--- src/rtl/envelope_adsr.sv ---
// Per-channel ADSR amplitude envelope applied to a 16-bit unsigned sample stream.
// Optional ENVELOPE_EXP_EN: decay/release steps of max(1, level>>4) for an exponential-like tail.
module envelope_adsr #(
  parameter int DATA_W = 16,
  parameter int LVL_W  = 8,
  parameter int RATE_W = 8
) (
  input  logic              clk,
  input  logic              rst,
  input  logic              freq,
  input  logic              gate_on,
  input  logic              gate_off,
  input  logic [RATE_W-1:0] attack,
  input  logic [RATE_W-1:0] decay,
  input  logic [LVL_W-1:0]  sustain,
  // "release" is a reserved word in SystemVerilog, hence the longer name
  input  logic [RATE_W-1:0] release_rate,
  input  logic [DATA_W-1:0] soundIn,
  input  logic              start,
  output logic [DATA_W-1:0] soundOut,
  output logic              startO,
  output logic [LVL_W-1:0]  level,
  output logic [2:0]        state,
  output logic              busy
);

  typedef enum logic [2:0] {
    ST_IDLE    = 3'd0,
    ST_ATTACK  = 3'd1,
    ST_DECAY   = 3'd2,
    ST_SUSTAIN = 3'd3,
    ST_RELEASE = 3'd4
  } env_state_t;

  localparam int                PW       = DATA_W + LVL_W;
  localparam logic [LVL_W-1:0]  LVL_MAX  = {LVL_W{1'b1}};
  localparam logic [LVL_W-1:0]  LVL_ONE  = LVL_W'(1);
  localparam logic [RATE_W-1:0] RATE_ONE = RATE_W'(1);

  env_state_t        state_r;
  logic [LVL_W-1:0]  level_r;
  logic [RATE_W-1:0] presc_r;
  logic [RATE_W-1:0] att_r;
  logic [RATE_W-1:0] dec_r;
  logic [RATE_W-1:0] rel_r;
  logic [LVL_W-1:0]  sus_r;
  logic              busy_r;

  logic [RATE_W-1:0] rate_s;
  logic [LVL_W-1:0]  up_s;
  logic [LVL_W-1:0]  down_s;
  logic              stepping_s;
  logic              release_ok_s;

  logic [PW-1:0]     prod_s;
  logic [DATA_W-1:0] mul_r;
  logic              zero_r;
  logic              v1_r;
  logic [DATA_W-1:0] sound_r;
  logic              start_o_r;
  logic              unused_s;

  // Level after one decay/release step, never wrapping below zero.
  function automatic logic [LVL_W-1:0] fall_level(input logic [LVL_W-1:0] lvl);
`ifdef ENVELOPE_EXP_EN
    logic [LVL_W-1:0] amt;
    amt = lvl >> 3'd4;
    if (amt == '0) begin
      amt = LVL_ONE;
    end else begin
      amt = amt;
    end
    return (lvl > amt) ? (lvl - amt) : '0;
`else
    return (lvl == '0) ? '0 : (lvl - LVL_ONE);
`endif
  endfunction

  // Active rate selection and the candidate next levels for a step.
  always_comb begin
    rate_s = '0;
    case (state_r)
      ST_ATTACK:  rate_s = att_r;
      ST_DECAY:   rate_s = dec_r;
      ST_RELEASE: rate_s = rel_r;
      default:    rate_s = '0;
    endcase
    up_s         = (level_r == LVL_MAX) ? LVL_MAX : (level_r + LVL_ONE);
    down_s       = fall_level(level_r);
    stepping_s   = (state_r == ST_ATTACK) || (state_r == ST_DECAY) || (state_r == ST_RELEASE);
    release_ok_s = (state_r == ST_ATTACK) || (state_r == ST_DECAY) || (state_r == ST_SUSTAIN);
  end

  // Envelope FSM: gate events take priority over the freq-driven step.
  always_ff @(posedge clk or negedge rst) begin
    if (!rst) begin
      state_r <= ST_IDLE;
      level_r <= '0;
      presc_r <= '0;
      att_r   <= '0;
      dec_r   <= '0;
      rel_r   <= '0;
      sus_r   <= '0;
      busy_r  <= 1'b0;
    end else begin
      if (gate_off) begin
        rel_r <= release_rate;
      end
      if (gate_on) begin
        att_r   <= attack;
        dec_r   <= decay;
        sus_r   <= sustain;
        state_r <= ST_ATTACK;
        presc_r <= '0;
        busy_r  <= 1'b1;
      end else if (gate_off && release_ok_s) begin
        state_r <= ST_RELEASE;
        presc_r <= '0;
      end else if (freq && stepping_s) begin
        if (presc_r != rate_s) begin
          presc_r <= presc_r + RATE_ONE;
        end else begin
          presc_r <= '0;
          case (state_r)
            ST_ATTACK: begin
              level_r <= up_s;
              if (up_s == LVL_MAX) begin
                state_r <= (sus_r == LVL_MAX) ? ST_SUSTAIN : ST_DECAY;
              end
            end
            ST_DECAY: begin
              if (down_s <= sus_r) begin
                level_r <= sus_r;
                state_r <= ST_SUSTAIN;
              end else begin
                level_r <= down_s;
              end
            end
            ST_RELEASE: begin
              level_r <= down_s;
              if (down_s == '0) begin
                state_r <= ST_IDLE;
                busy_r  <= 1'b0;
              end
            end
            default: begin
              level_r <= level_r;
            end
          endcase
        end
      end
    end
  end

  // soundIn*(level+1) written as soundIn*level + soundIn so it fits PW bits.
  always_comb begin
    prod_s   = (PW'(soundIn) * PW'(level_r)) + PW'(soundIn);
    unused_s = ^prod_s[LVL_W-1:0];
  end

  // Two-stage scaling pipeline: multiply register, then output register.
  always_ff @(posedge clk or negedge rst) begin
    if (!rst) begin
      mul_r     <= '0;
      zero_r    <= 1'b0;
      v1_r      <= 1'b0;
      sound_r   <= '0;
      start_o_r <= 1'b0;
    end else begin
      v1_r <= start;
      if (start) begin
        mul_r  <= prod_s[PW-1:LVL_W];
        zero_r <= (level_r == '0);
      end
      start_o_r <= v1_r;
      if (v1_r) begin
        sound_r <= zero_r ? '0 : mul_r;
      end
    end
  end

  assign soundOut = sound_r;
  assign startO   = start_o_r;
  assign level    = level_r;
  assign state    = state_r;
  assign busy     = busy_r;

endmodule

--- config.mk ---
export PLATFORM = sky130hd
export DESIGN_NAME = envelope_adsr
export DESIGN_NICKNAME = d
export VERILOG_FILES = /design/src/rtl/envelope_adsr.sv
export SDC_FILE = /design/constraint.sdc
export NUM_CORES = 1
export LEC_CHECK = 0
export CORE_ASPECT_RATIO = 1.2
export CORE_MARGIN = 2
export CORE_UTILIZATION = 50
export CTS_CLUSTER_DIAMETER = 150
export DETAILED_ROUTE_END_ITERATION = 8
export GPL_TIMING_DRIVEN = 0
export PLACE_DENSITY = 0.68
export SLEW_MARGIN = 20
export SYNTH_ARGS = -nofsm -noshare
export SYNTH_HDL_FRONTEND = slang
export SYNTH_SLANG_ARGS = --single-unit
--- constraint.sdc ---
create_clock -name clk -period 6.2 [get_ports clk]
set_clock_uncertainty 0.15 [all_clocks]
set_input_delay 1.55 -clock clk [delete_from_list [all_inputs] [get_ports clk]]
set_output_delay 1.55 -clock clk [all_outputs]
set_load 0.03 [all_outputs]
# Word-level counts from Yosys, hierarchy flattened
# Cells that the tools add are included.
# W data, S select, Z words.
# totals
ff_bits,87
output_inout_bits,29
# op_classes
add_sub_neg,4
n_mul,1
order_cmp,1
n_eq_ne,14
mux,25
bitwise,3
n_reduce_logical,16
# ops
operator,count
$mux W8,7
$pmux W8 S3,2
$add A24 B16 Y24,1
$eq A8 B8 Y1 const B,3
$mul A16 B8 Y24,1
$mux W3,7
$add A8 B1 Y8 const B,2
$logic_not A8 Y1,2
$mux W16,1
$ne A4 B2 Y1 const B,3
$reduce_and A5 Y1,2
$pmux W3 S3,1
$le A8 B8 Y1,1
$ne A8 B8 Y1,1
$sub A8 B1 Y8 const B,1
$mux W1,7
$eq A3 B2 Y1 const B,2
$reduce_and A6 Y1,1
$reduce_bool A2 Y1,3
$reduce_bool A3 Y1,2
$reduce_bool A5 Y1,1
$ne A2 B2 Y1 const B,2
$eq A3 B1 Y1 const B,1
$eq A3 B3 Y1 const B,1
4 further kinds,9

# Depth between registers and ports, before layout
# Gate-level depths: netlist of the first run.
# logic_depth
depth_word,9
ltp_mapped,21
mapped_depth_nobuf,19

# Least setup slack after synthesis of the first run
# Ideal clock, no wire load.
# synth_path
kind,input port to flip-flop
start,input port soundIn[13]
end,register mul_r[14]
setup_time_ns,0.120
arrival_ns,5.756
path_slack_ns,0.174
path_stages,17
path_buffers,1
path_cell_list,clkbuf_1 -> and2_1 -> fa_1 -> fa_1 -> fa_1 -> inv_1 -> fa_1 -> inv_1 -> ha_1 -> a21o_1 -> a21oi_1 -> o21a_1 -> nand4_1 -> nand3_1 -> a31oi_1 -> or3_1 -> a31o_2
# synth_between
elab_chain_cells,2
# synth_rtl
item,line,source
"start, declared",18,"input logic [DATA_W-1:0] soundIn,"
$mul A16 B8 Y24,157,prod_s = (PW'(soundIn) * PW'(level_r)) + PW'(soundIn);
$add A24 B16 Y24 (*),157,
"end signal, assigned",172,mul_r <= prod_s[PW-1:LVL_W];
"end, declared",56,logic [DATA_W-1:0] mul_r;
# Mark *: on every way between the ends. The rest lies on a longest branch, timed or not.
# A chain may end at the register's enable or synchronous reset.

# Worst setup path in the final report of the first run
# layout_path
start,input port soundIn[7]
end,register mul_r[14]
# The elaborated chain is that of the path after synthesis.

==> out/metrics.csv, run 1 <==
stage,metric,value,unit
sta,clock.fmax,169,MHz
cells_and_area,nets,1273,
synthesis,syn_avg_cell_area,9.16,um^2
global_routing,grt_usage,23.4,%
placement,post-place-cells,1276,
global_routing,grt_pass1_wl,35300,um
clocking,clk_path_buf_depth,2,
clocking,cts_tree,yes,
floorplanning,core,17500,um^2
power,power_leakage,5.07,nW
sta,fin_tns_setup,0,ps
worst_setup_path,criticalPathCategory,input port to flip-flop,
job,maxCapViolCount,0,
worst_setup_path,crit_path_start,soundIn[7],
synthesis,syn_nets,1180,
detailed_routing,wirelength,21100,um
status,outcome,finished clean,
sta,worst_slew_pin_slew,737,ps
synthesis,synthCells,975,
synthesis,synth_flop_cell,dfrtp_1,
sta,period_minus_slack,5930,ps
clocking,cts_num_sinks,87,
sta,layout_worst_path_cycle_share,95.7,%
cells_and_area,n_antenna_cell,0,
cells_and_area,finalNonFillerCells,1293,
clocking,clockRootBuffer,clkbuf_16,
worst_setup_path,required,6280,ps
synthesis,yosys_warnings,0,
global_routing,overflow,0,
synthesis,ys_ff_latch,87,
detailed_routing,viasPerCell,5.43,
placement,gp_congestion,0.920,
power,vdd_drop_max,0.299,mV
hold_path,min_path_type,flip-flop to flip-flop,
cells_and_area,layout-drive-gt1-share,9.13,%
sta,maxSlewHeadroom,50.6,%
placement,io_buffers,80,
worst_setup_path,cp_max_fo,7,
sta,setup_ws,269,ps
synthesis,yosys-top-cells-area,"dfrtp_1 24%, fa_1 22%, inv_1 7.6%",
placement,pre_cts_ws,-843,ps
synthesis,muxShareOfSynthArea,4.64,%
clocking,clk_pin_slew,60,ps
sta,setup_viol,0,
synthesis,synth-simple-area-share,19.6,%
synthesis,seq_area_frac_synth,24.4,%
floorplanning,design.die.area,19000,um^2
synthesis,synth_top_family_by_area,adder cells,
clocking,cts_buffers,9,
floorplanning,start_util,51.0,%
detailed_routing,drtIter0Drc,480,
global_routing,grt_pass1_vias,7311,
floorplanning,dieWidth,126,um
synthesis,synth_edf_count,0,
synthesis,async_reset_ff_share,100,%
sta,worst_hold_slack,345,ps
floorplanning,pin_count,83,
worst_setup_path,start_kind,input port,
worst_setup_path,rr_startpoint,level[4],
detailed_routing,avgRoutedWirePerCell,16.3,um
synthesis,synthAdderAreaFrac,29.5,%
synthesis,synth_compound_area_share,10.4,%
floorplanning,die_h,150,um
clocking,clock_latency,340,ps
floorplanning,rows,53,
synthesis,synth_top_area_cell,dfrtp_1,
detailed_routing,drc_errors,0,
cells_and_area,layout-area-overhead-vs-synth,16.3,%
sta,maxSlewViolCount,0,
clocking,htreeDepth,3,
cells_and_area,nFillCells,1582,
worst_setup_path,end_kind,flip-flop,
detailed_routing,num_vias,7016,
synthesis,synthXorXnorAreaFrac,1.76,%
global_routing,grt_max_degree,54,
global_routing,antenna_found_initial,0,
power,powerDensity,438,nW/um^2
synthesis,synth_cell_types,66,
worst_setup_path,worstPathArrival,6010,ps
detailed_routing,dr.pass1.iters,5,
sta,final_hold_viol_count,0,
synthesis,syn_area,8930,um^2
synthesis,synth_top_area_share,24.4,%
placement,dp.final_hpwl,16900,um
detailed_routing,route.antenna.remaining_nets,0,
hold_path,hp-start,mul_r[3],
[metal layers]
| metal | track usage [%] | wire, um | vias to the layer above |
|---|---|---|---|
| met5 | 0 | 0 | - |
| met4 | 9.67 | 711 | 0 |
| met3 | 2.67 | 626 | 48 |
| met2 | 43.5 | 11200 | 144 |
| met1 | 27.4 | 8570 | 3467 |
| li1 | - | - | 3357 |
[what timing repair did]
action | 4_1_cts | 5_1_grt
hold buffers | 0 | 0
pin swaps | 0 | 5
endpoints found under the setup margin | 12 | 9
buffers inserted | 0 | 2
gates resized for setup | 25 | 34
cloned | 0 | 0
[area by class of cell]
class	count	area (um^2)	area share (%)
inverters	182	683	6.58
plain buffers	40	195	1.88
flip-flops and latches	87	2180	21.0
clock inverters	5	81.3	0.783
repair buffers	83	785	7.55
multi-input cells	665	5950	57.3
clock buffers	11	243	2.34
well taps	220	275	2.65
[cell families after synthesis]
group,Yosys count
buffers and inverters,223
XOR/XNOR,18
adder cells (fa/ha/maj),151
AND/OR/NAND/NOR,315
flip-flops,87
multiplexers,37
AO/OA/AOI/OAI,144
[final timing paths]
| path | to | slack [ps] | cells after the start |
|---|---|---|---|
| max | mul_r[14] | 270 | 18 |
| min | mul_r[3] | 350 | 2 |
| max reg2reg | mul_r[14] | 310 | 20 |
| min reg2reg | mul_r[3] | 350 | 2 |
| max in group asynchronous | startO | 4370 | 2 |
| min in group asynchronous | level[4] | 940 | 1 |
[report_power, final]
| group | internal, mW | total (mW) | switching (mW) |
|---|---|---|---|
| Clock | 0.364 | 0.588 | 0.224 |
| Combinational | 1.37 | 3.18 | 1.81 |
| Sequential | 0.699 | 0.785 | 0.0864 |
| Total | 2.43 | 4.55 | 2.12 |
[flip-flops by register name, indices dropped and copies added (netlist names)]
signal    cells
att_r         8
busy          1
dec_r         8
presc_r       8
startO        1
soundOut     16
sus_r         8
state         3
v1_r          1
rel_r         8
mul_r        16
level         8
zero_r        1
[critical path, stage by stage]
cell	delay [ps]
clkbuf_2	150
inv_1	170
nor2_1	80
fa_1	530
fa_1	520
fa_1	540
inv_1	50
fa_1	520
inv_1	50
ha_1	360
and4_1	210
a21oi_2	150
o21a_1	160
nand4_1	140
nand3_2	140
a31oi_1	120
or3_1	320
a31o_2	230
[cells in the final DEF, fill, tap and decap left out, types with 3 or more instances in the layout]
cell type / instances
nand3b_1: 16
a211oi_1: 3
and3_1: 14
a21o_1: 8
fa_1: 99
clkbuf_2: 16
mux2_2: 35
nor4_4: 5
clkbuf_1: 28
dfrtp_1: 87
xor2_1: 7
o31a_1: 3
nand2b_1: 9
buf_4: 4
nor2b_1: 7
clkdlybuf4s50_1: 64
nand4_1: 9
nand2_1: 88
o21ai_0: 42
nor3_1: 9
or3_1: 6
clkbuf_16: 9
a31oi_1: 13
xnor2_1: 11
a21oi_1: 33
and2_1: 54
buf_6: 5
o21a_1: 5
dlygate4sd2_1: 4
and3b_1: 16
nor2_1: 53
o221ai_1: 3
ha_1: 51
nand3_1: 17
inv_1: 179
and4_1: 3
[cell usage after synthesis (all sizes together), types with 7 or more instances]
cell	instances
a31oi	13
a21o	8
and2	55
o21ai	43
nand3b	16
xnor2	11
nor3	10
and3	14
nor2b	7
dfrtp	87
nor2	53
nand3	18
clkbuf	34
nand2	88
and3b	16
fa	99
nand2b	9
buf	7
xor2	7
a21oi	35
ha	52
mux2	35
inv	181
nand4	10
[metrics by stage]
stage	util (%)	instance area [um^2]	power (mW)
3_5_place_dp	57.4	10000	3.87
3_3_place_gp	57.2	10000	3.81
5_1_grt	59.3	10400	5.04
4_1_cts	59.3	10400	4.50
6_report	59.3	10400	4.55
2_1_floorplan	-	8930	3.05
Note: power is estimated with default switching activity, not from simulation.
==> inputs of run 2 (changes only) <==
--- a/config.mk
+++ b/config.mk
@@ -5,13 +5,14 @@
 export SDC_FILE = /design/constraint.sdc
 export NUM_CORES = 1
 export LEC_CHECK = 0
+export CAP_MARGIN = 20
 export CORE_ASPECT_RATIO = 1.2
 export CORE_MARGIN = 2
-export CORE_UTILIZATION = 50
+export CORE_UTILIZATION = 30
 export CTS_CLUSTER_DIAMETER = 150
 export DETAILED_ROUTE_END_ITERATION = 8
 export GPL_TIMING_DRIVEN = 0
-export PLACE_DENSITY = 0.68
+export PLACE_DENSITY = 0.44
 export SLEW_MARGIN = 20
 export SYNTH_ARGS = -nofsm -noshare
 export SYNTH_HDL_FRONTEND = slang
==> run 2 against run 1 <==
  * Design area grew 2.7%
  * Global-route usage fell by 7.0 points
  * Critical path depth is 1 lower
  * Power is 3.8% higher
  * Setup slack worse by 70 ps
  * Combinational power increased by 5%
  * Fmax is 1.2% lower
  * First-iteration DRC count decreased by 46%
  * Sequential cell count stayed put
  * Critical path type unchanged
  * Critical endpoint unchanged
==> out/metrics.csv, run 2 (synthesized netlist as in run 1, its figures left out) <==
stage,metric,value,unit,change
floorplanning,pin_count,83,,unchanged
placement,post-place-cells,1446,,+13%
worst_setup_path,crit_family,adder cells,,
sta,final_hold_viol_count,0,,unchanged
placement,placed_area,10300,um^2,+2.2%
detailed_routing,avgRoutedWirePerCell,16.4,um,+0.90%
cells_and_area,postLayoutCellArea,10700,um^2,+2.7%
global_routing,grt_pass1_wl,40000,um,+13%
cells_and_area,layout-area-overhead-vs-synth,19.4,%,
placement,dp.final_hpwl,19300,um,+15%
sta,maxSlewViolCount,0,,unchanged
worst_setup_path,path_buf_inv,3,,-1
cells_and_area,layout-drive-gt1-share,10.5,%,+1.4 points
global_routing,overflow,0,,unchanged
power,vdd_drop_max,0.332,mV,+11%
sta,period_minus_slack,6000,ps,+70.1 ps
clocking,clockRootBuffer,clkbuf_16,,
detailed_routing,num_vias,6958,,-0.83%
status,outcome,finished clean,,
cells_and_area,final_cell_mix,"178 x inv_1, 99 x fa_1, 87 x nand2_1, 87 x dfrtp_1, 64 x clkdlybuf4s50_1",,
floorplanning,start_util,30.3,%,-21 points
worst_setup_path,end_kind,flip-flop,,
sta,clock.fmax,167,MHz,-1.2%
clocking,clock_latency,350,ps,about the same
cells_and_area,n_antenna_cell,0,,unchanged
sta,setup_viol,0,,unchanged
power,power_leakage,5.09,nW,+0.42%
clocking,clk_pin_slew,70,ps,about the same
sta,layout_worst_path_cycle_share,96.8,%,+1.1 points
floorplanning,core,29400,um^2,+68%
clocking,clk_path_buf_depth,2,,unchanged
clocking,cts_buffers,9,,unchanged
job,maxCapViolCount,0,,unchanged
floorplanning,design.die.area,31200,um^2,+64%
cells_and_area,finalNonFillerCells,1466,,+13%
worst_setup_path,path_cells,clkdlybuf4s18_2 > and2_1 > fa_1 > inv_1 > fa_1 > fa_1 > fa_1 > inv_1 > ha_2 > and2_4 > a221oi_4 > o21a_1 > nand4_1 > nand3_2 > a31oi_1 > or3_1 > a31o_2,,
clocking,cts_tree,yes,,
detailed_routing,dr.pass1.iters,5,,unchanged
detailed_routing,wirelength,24100,um,+14%
floorplanning,dieWidth,162,um,+28%
worst_setup_path,cpMostUsedCell,fa_1,,
floorplanning,rows,69,,+30%
clocking,htreeDepth,3,,unchanged
placement,io_buffers,80,,unchanged
sta,maxSlewHeadroom,49.2,%,-1.4 points
clocking,cts_num_sinks,87,,unchanged
global_routing,grt_max_degree,51,,-5.6%
floorplanning,die_h,193,um,+28%
hold_path,min_path_type,flip-flop to flip-flop,,
worst_setup_path,max_stage_delay,580,ps,+40 ps
cells_and_area,nets,1276,,+0.24%
power,powerDensity,443,nW/um^2,+1.1%
placement,gp_congestion,0.829,,-9.9%
clocking,ctsHoldBuffers,0,,unchanged
cells_and_area,nFillCells,3084,,+95%
worst_setup_path,crit_slowest_cell,fa_1,,
detailed_routing,viasPerCell,4.75,,-13%
sta,fin_tns_setup,0,ps,unchanged
worst_setup_path,worstPathArrival,6090,ps,+80 ps
worst_setup_path,cp_max_fo,6,,-1
detailed_routing,drc_errors,0,,unchanged
global_routing,grt_pass1_vias,7480,,+2.3%
global_routing,antenna_found_initial,0,,unchanged
worst_setup_path,required,6290,ps,about the same
worst_setup_path,criticalPathCategory,input port to flip-flop,,
worst_setup_path,start_kind,input port,,
cells_and_area,layout_commonest_cell,inv_1,,
global_routing,grt_usage,16.4,%,-7.0 points
detailed_routing,route.antenna.remaining_nets,0,,unchanged
detailed_routing,drtIter0Drc,261,,-46%
sta,worst_slew_pin_slew,757,ps,+20.3 ps
[run 2: changes by cell type in the layout (fill, tap and decap cells not counted), sizes merged]
cell | previous run | this run
clkdlybuf4s15 | 0 | 1
clkbuf | 54 | 52
buf | 12 | 15
clkinvlp | 1 | 2
clkinv | 3 | 1
inv | 181 | 183
clkdlybuf4s18 | 0 | 1
dlygate4sd2 | 4 | 3
[run 2: layout make-up]
| class | count | area (um^2) | area share [%] |
|---|---|---|---|
| multi-input cells | 665 | 5980 | 56.1 |
| flip-flops and latches | 87 | 2180 | 20.4 |
| repair buffers | 86 | 815 | 7.63 |
| inverters | 182 | 686 | 6.43 |
| well taps | 390 | 488 | 4.57 |
| clock buffers | 10 | 229 | 2.15 |
| plain buffers | 40 | 201 | 1.89 |
| clock inverters | 6 | 92.6 | 0.868 |
[run 2: path summary, 6_finish.rpt]
kind	end	cells past startpoint	startpoint	slack (ps)
setup / recovery	mul_r[14]	17	soundIn[8]	200
hold reg to reg	busy	1	busy	330
min in group asynchronous	level[2]	1	rst	940
setup reg to reg	mul_r[14]	19	level[6]	260
hold / removal	busy	1	busy	330
max in group asynchronous	mul_r[5]	2	rst	4350
[run 2: power breakdown]
group	internal [mW]	switching [mW]
clock	0.357	0.251
combinational	1.45	1.88
sequential	0.698	0.0911
[run 2: metal layers]
metal,routed length (um),GRT usage (%),vias up
li1,-,-,3362
met1,10300,19.7,3480
met2,12900,31.2,96
met3,606,2.18,20
met4,352,3.50,0
met5,0,0,-
[run 2: metrics by stage]
| step | util, % | setup slack (ps) | hold slack [ps] | total power, mW |
|---|---|---|---|---|
| global placement | 34.7 | -1020 | 316 | 3.96 |
| detailed placement | 34.9 | -881 | 321 | 3.98 |
| global route | 36.2 | -37.7 | 368 | 5.28 |
| CTS | 36.0 | -19.8 | 337 | 4.65 |
| finish | 36.2 | 199 | 330 | 4.73 |
| floorplan | - | 174 | 277 | 3.05 |
[run 2: timing repair]
action                                  4_1_cts  5_1_grt
endpoints found under the setup margin        9        9
buffers inserted                              1        4
pin swaps                                     0       12
resized for setup                            31       46
==> inputs of run 3 (changes only) <==
--- a/config.mk
+++ b/config.mk
@@ -6,13 +6,12 @@
 export NUM_CORES = 1
 export LEC_CHECK = 0
 export CAP_MARGIN = 20
-export CORE_ASPECT_RATIO = 1.2
-export CORE_MARGIN = 2
+export CORE_ASPECT_RATIO = 0.7
 export CORE_UTILIZATION = 30
 export CTS_CLUSTER_DIAMETER = 150
 export DETAILED_ROUTE_END_ITERATION = 8
 export GPL_TIMING_DRIVEN = 0
-export PLACE_DENSITY = 0.44
+export PLACE_DENSITY_LB_ADDON = 0.12
 export SLEW_MARGIN = 20
 export SYNTH_ARGS = -nofsm -noshare
 export SYNTH_HDL_FRONTEND = slang
==> run 3 against run 2 <==
  * Clock power decreased by 8.6%
  * Power decreased by 2.7%
  * Wire length down 0.44%
  * Worst hold slack got worse by 1.1 ps
  * Non-clock buffer count is 2 lower
  * Die area decreased by 2.2%
  * Design area decreased by 0.73%
  * Sequential cell count unchanged
  * Cell count decreased by 1.0%
  * Largest cell class unchanged
==> out/metrics.csv, run 3 (synthesized netlist as in run 1, its figures left out) <==
stage,metric,value,unit,change
sta,worst_hold_slack,329,ps,-1.10 ps
cells_and_area,final_cell_mix,"178 x inv_1, 99 x fa_1, 88 x nand2_1",,
cells_and_area,layout_commonest_cell,inv_1,,
detailed_routing,route.antenna.remaining_nets,0,,unchanged
power,power_leakage,5.09,nW,about the same
worst_setup_path,worstPathArrival,6070,ps,-20 ps
floorplanning,pin_count,83,,unchanged
detailed_routing,drtIter0Drc,397,,+52%
sta,maxSlewHeadroom,48.7,%,-0.49 points
worst_setup_path,end_kind,flip-flop,,
floorplanning,core,29100,um^2,-1.2%
cells_and_area,nets,1274,,-0.16%
sta,final_hold_viol_count,0,,unchanged
status,outcome,finished clean,,
global_routing,antenna_found_initial,0,,unchanged
worst_setup_path,required,6290,ps,about the same
cells_and_area,final-seq-area,2180,um^2,unchanged
global_routing,overflow,0,,unchanged
job,maxCapViolCount,0,,unchanged
placement,post-place-cells,1434,,-0.83%
global_routing,grt_pass1_vias,7421,,-0.79%
sta,setup_viol,0,,unchanged
global_routing,grt_pass1_wl,40200,um,+0.50%
worst_setup_path,path_buf_inv,3,,unchanged
worst_setup_path,criticalPathCategory,input port to flip-flop,,
detailed_routing,num_vias,6987,,+0.42%
cells_and_area,nFillCells,3049,,-1.1%
worst_setup_path,cp_max_fo,9,,+3
worst_setup_path,start_kind,input port,,
sta,rsz0062_at_grt,false,,
power,powerDensity,434,nW/um^2,-1.9%
floorplanning,dieWidth,208,um,+29%
sta,maxSlewViolCount,0,,unchanged
sta,layout_worst_path_cycle_share,96.5,%,-0.27 points
detailed_routing,drc_errors,0,,unchanged
floorplanning,start_util,30.7,%,+0.37 points
clocking,htreeDepth,3,,unchanged
detailed_routing,wirelength,24000,um,-0.44%
detailed_routing,viasPerCell,4.82,,+1.5%
global_routing,grt_max_degree,62,,+22%
global_routing,grt_usage,16.9,%,+0.51 points
floorplanning,die_h,146,um,-24%
clocking,cts_tree,yes,,
global_routing,grt_use_met1,25.2,%,+5.5 points
cells_and_area,multi_input_area,5960,um^2,-0.33%
cells_and_area,layout-area-overhead-vs-synth,18.6,%,
placement,dp.final_hpwl,19600,um,+1.2%
sta,clock.fmax,167,MHz,+0.28%
clocking,clock_latency,350,ps,about the same
clocking,clockRootBuffer,clkbuf_16,,
clocking,cts_buffers,9,,unchanged
worst_setup_path,crit_slowest_cell,fa_1,,
clocking,clk_pin_slew,60,ps,about the same
worst_setup_path,crit_family,adder cells,,
floorplanning,design.die.area,30500,um^2,-2.2%
clocking,cts_num_sinks,87,,unchanged
sta,period_minus_slack,5980,ps,-16.8 ps
worst_setup_path,path_cells,buf_2 > and2_1 > fa_1 > fa_1 > fa_1 > inv_1 > fa_1 > inv_1 > ha_1 > a21o_1 > a21oi_2 > o21a_1 > nand4_1 > nand3_2 > a31oi_1 > or3_1 > a31o_2,,
cells_and_area,n_antenna_cell,0,,unchanged
sta,worst_slew_pin_slew,764,ps,+7.31 ps
clocking,clk_path_buf_depth,2,,unchanged
power,total_power,4.60,mW,-2.7%
hold_path,min_path_type,flip-flop to flip-flop,,
cells_and_area,layout-drive-gt1-share,10.4,%,-0.064 points
worst_setup_path,cpMostUsedCell,fa_1,,
clocking,ctsHoldBuffers,0,,unchanged
placement,gp_congestion,0.826,,-0.36%
worst_setup_path,max_stage_delay,570,ps,about the same
global_routing,grtUsageMet3,3.44,%,+1.3 points
global_routing,gr-max-usage-layer,met2,,
placement,io_buffers,80,,unchanged
detailed_routing,avgRoutedWirePerCell,16.5,um,+0.59%
floorplanning,rows,52,,-25%
detailed_routing,dr.pass1.iters,6,,+1
global_routing,use_met2,25.4,%,-5.7 points
power,vdd_drop_max,0.260,mV,-22%
cells_and_area,finalNonFillerCells,1451,,-1.0%
==> run 3: path summary, 6_finish.rpt <==
check	from	endpoint	slack (ps)	depth (start not counted)
setup / recovery	soundIn[9]	mul_r[14]	220	17
hold / removal	v1_r	startO	330	0
setup reg to reg	level[4]	mul_r[14]	380	20
hold reg to reg	v1_r	startO	330	0
max in group asynchronous	rst	mul_r[9]	4370	2
min in group asynchronous	rst	level[1]	920	1
==> run 3: what timing repair did <==
action | CTS | global route
pin swaps | 3 | 7
setup endpoints to repair | 12 | 10
setup buffers | 4 | 1
endpoints found under the hold margin | 0 | 0
resized for setup | 34 | 44
gates cloned | 0 | 0
==> run 3: area by class of cell <==
type | count | area share (%)
tap | 378 | 4.46
buffer | 38 | 1.84
clock buffer | 12 | 2.42
timing repair buffer | 86 | 7.58
multi-input combinational | 665 | 56.3
inverter | 182 | 6.45
clock inverter | 3 | 0.402
sequential | 87 | 20.6
==> run 3: metal layers <==
layer	routed length (um)	vias up	part of all wire (%)
met5	0	-	0
met1	12500	3496	52
met2	10200	125	43
li1	-	3342	-
met4	248	0	1.0
met3	1010	24	4.2
==> run 3: report_power, final <==
part / switching [mW] / internal, mW
Combinational: 1.84 / 1.40
Sequential: 0.102 / 0.699
Clock: 0.224 / 0.331
Total: 2.17 / 2.43
==> run 3: through the flow <==
step                setup WS (ps)  instance area, um^2  util, %  TNS (ps)
detailed placement           -931                10200     35.2     -7960
global route                 25.5                10600     36.4         0
CTS                         -2.46                10600     36.5     -2.46
global placement            -1130                10200     35.1    -22500
finish                        216                10600     36.4         0
floorplan                     174                 8930        -         0
==> variant: new RTL, settings of run 2 <==
The parameter `RATE_W` goes from 8 to 6.
--- a/src/rtl/envelope_adsr.sv
+++ b/src/rtl/envelope_adsr.sv
@@ -5,3 +5,3 @@
   parameter int LVL_W  = 8,
-  parameter int RATE_W = 8
+  parameter int RATE_W = 6
 ) (
Interface: changed (resized attack, decay and release_rate); port bits go from 83 to 77. No check against the original RTL was run, so the function may have changed too.
==> variant against run 2 <==
Sequential cell count shrank 8; final area fell by 4.6%; via count is 4.9% lower; global-route usage is 0.35 points higher; routed wire length fell by 6.3%; area after synthesis decreased by 5.7%; critical path depth increased by 1; worst hold slack improved by 0.028 ns; total power decreased by 23%; worst setup slack got worse by 0.11 ns; critical endpoint is now mul_r[11]; non-clock buffer count down 10; highest routed layer unchanged; cell count decreased by 4.4%.
==> variant: results (changes against run 2) <==
Synth area leaders fa_1, dfrtp_1, inv_1, ha_1, mux2_2; FMAX 163.7 MHz (-1.8%); Max VDD drop 142.3 uV (-57%); Synth cell types 57 (-14%); Critical Path Fanout Max 7 (+1); syn nets 1131 (-4.2%); Synth top cells by count inv_1, fa_1, nand2_1, dfrtp_1, nor2_1; final-stage net count 1217 (-4.6%); WL met1 10510 um (+2.5%); number of global-route vias before repair 7282 (-2.6%); sequential fraction of the synthesis area 0.2347 (-0.008998); global-route wire length before repair 38180 um (-4.5%); pre-CTS setup slack -1.530 ns (-0.6485 ns); WL/cell 16.11 um (-2.1%); leakage 4.768 nW (-6.3%); pin count of the biggest net entering global routing 49 (-3.9%); WL met2 11010 um (-15%); DP Cell Count 1384 (-4.3%); IO buf count 72 (-10%); syn_area_per_cell 9.038 um2 (-1.4%); cell depth of the worst hold path 2 (+1); GRT Overall Usage 0.1675 (+0.003538); outcome complete, no violations; setup slack, reg-to-reg 0.28 ns (+0.02 ns); Post-Route WL 22580 um (-6.3%); Critical path origin soundIn[6]; normalized max-slew margin 0.5258 (+0.03351); Post-DP HPWL 17880 um (-7.6%); DR vias 6619 (-4.9%); share of layout cells above drive strength 1 0.1378 (+0.03281); initial DRC count 266 (+1.9%); RePlAce Congestion 0.8113 (-2.1%)
variant: where the power goes:
part	switching [W]	internal, W	total (W)
registers	0.0000787	0.000628	0.000707
clock network	0.000230	0.000281	0.000511
logic	0.00133	0.00111	0.00244
variant: worst max-delay path: stages:
cell and delay (ns):
buf_12 0.10, inv_6 0.04, fa_1 0.54, inv_2 0.04
fa_1 0.54, inv_2 0.04, fa_1 0.52, inv_2 0.04
fa_2 0.55, ha_4 0.20, and4_4 0.15, a221oi_4 0.39
o21ai_2 0.16, o41a_1 0.49, o31ai_4 0.28, and2b_1 0.21
xnor2_2 0.09, mux2_4 0.26
variant: logic make-up after synthesis:
kind of cell	synth area share
AND/OR/NAND/NOR	0.1930
buffers and inverters	0.09745
adder cells (fa/ha/maj)	0.3125
multiplexers	0.04917
AO/OA/AOI/OAI	0.08720
flip-flops	0.2347
XOR/XNOR	0.02600
variant: through the flow:
stage | utilization | setup TNS, ns
after floorplan | - | 0
after global placement | 0.3479 | -17.52
after detailed placement | 0.3488 | -17.31
after CTS | 0.3607 | 0
after global routing | 0.3669 | -0.09043
final | 0.3669 | 0
variant: final timing paths:
check / end
worst max-delay path: mul_r[11]
worst min-delay path: soundOut[3]
max in group asynchronous: level[0]
min in group asynchronous: soundOut[3]
worst min register to register: soundOut[3]
worst max register to register: mul_r[11]
variant: timing repair:
item	4_1_cts	5_1_grt
pin swaps	7	33
endpoints found under the setup margin	16	9
resized for setup	86	69
buffers inserted	3	3
gates cloned	0	0
variant: layout make-up:
class | instances | area share
Timing Repair Buffer | 79 | 0.07829
Tap cell | 379 | 0.04658
Clock buffer | 11 | 0.02384
Sequential cell | 79 | 0.1944
Multi-Input combinational cell | 638 | 0.5708
Inverter | 174 | 0.06490
Clock inverter | 5 | 0.003319
Buffer | 37 | 0.01782
variant: routing by layer:
metal,GRT usage,vias up
met5,0,-
met4,0.05646,0
met3,0.02311,23
met2,0.2778,88
met1,0.2239,3351
li1,-,3157
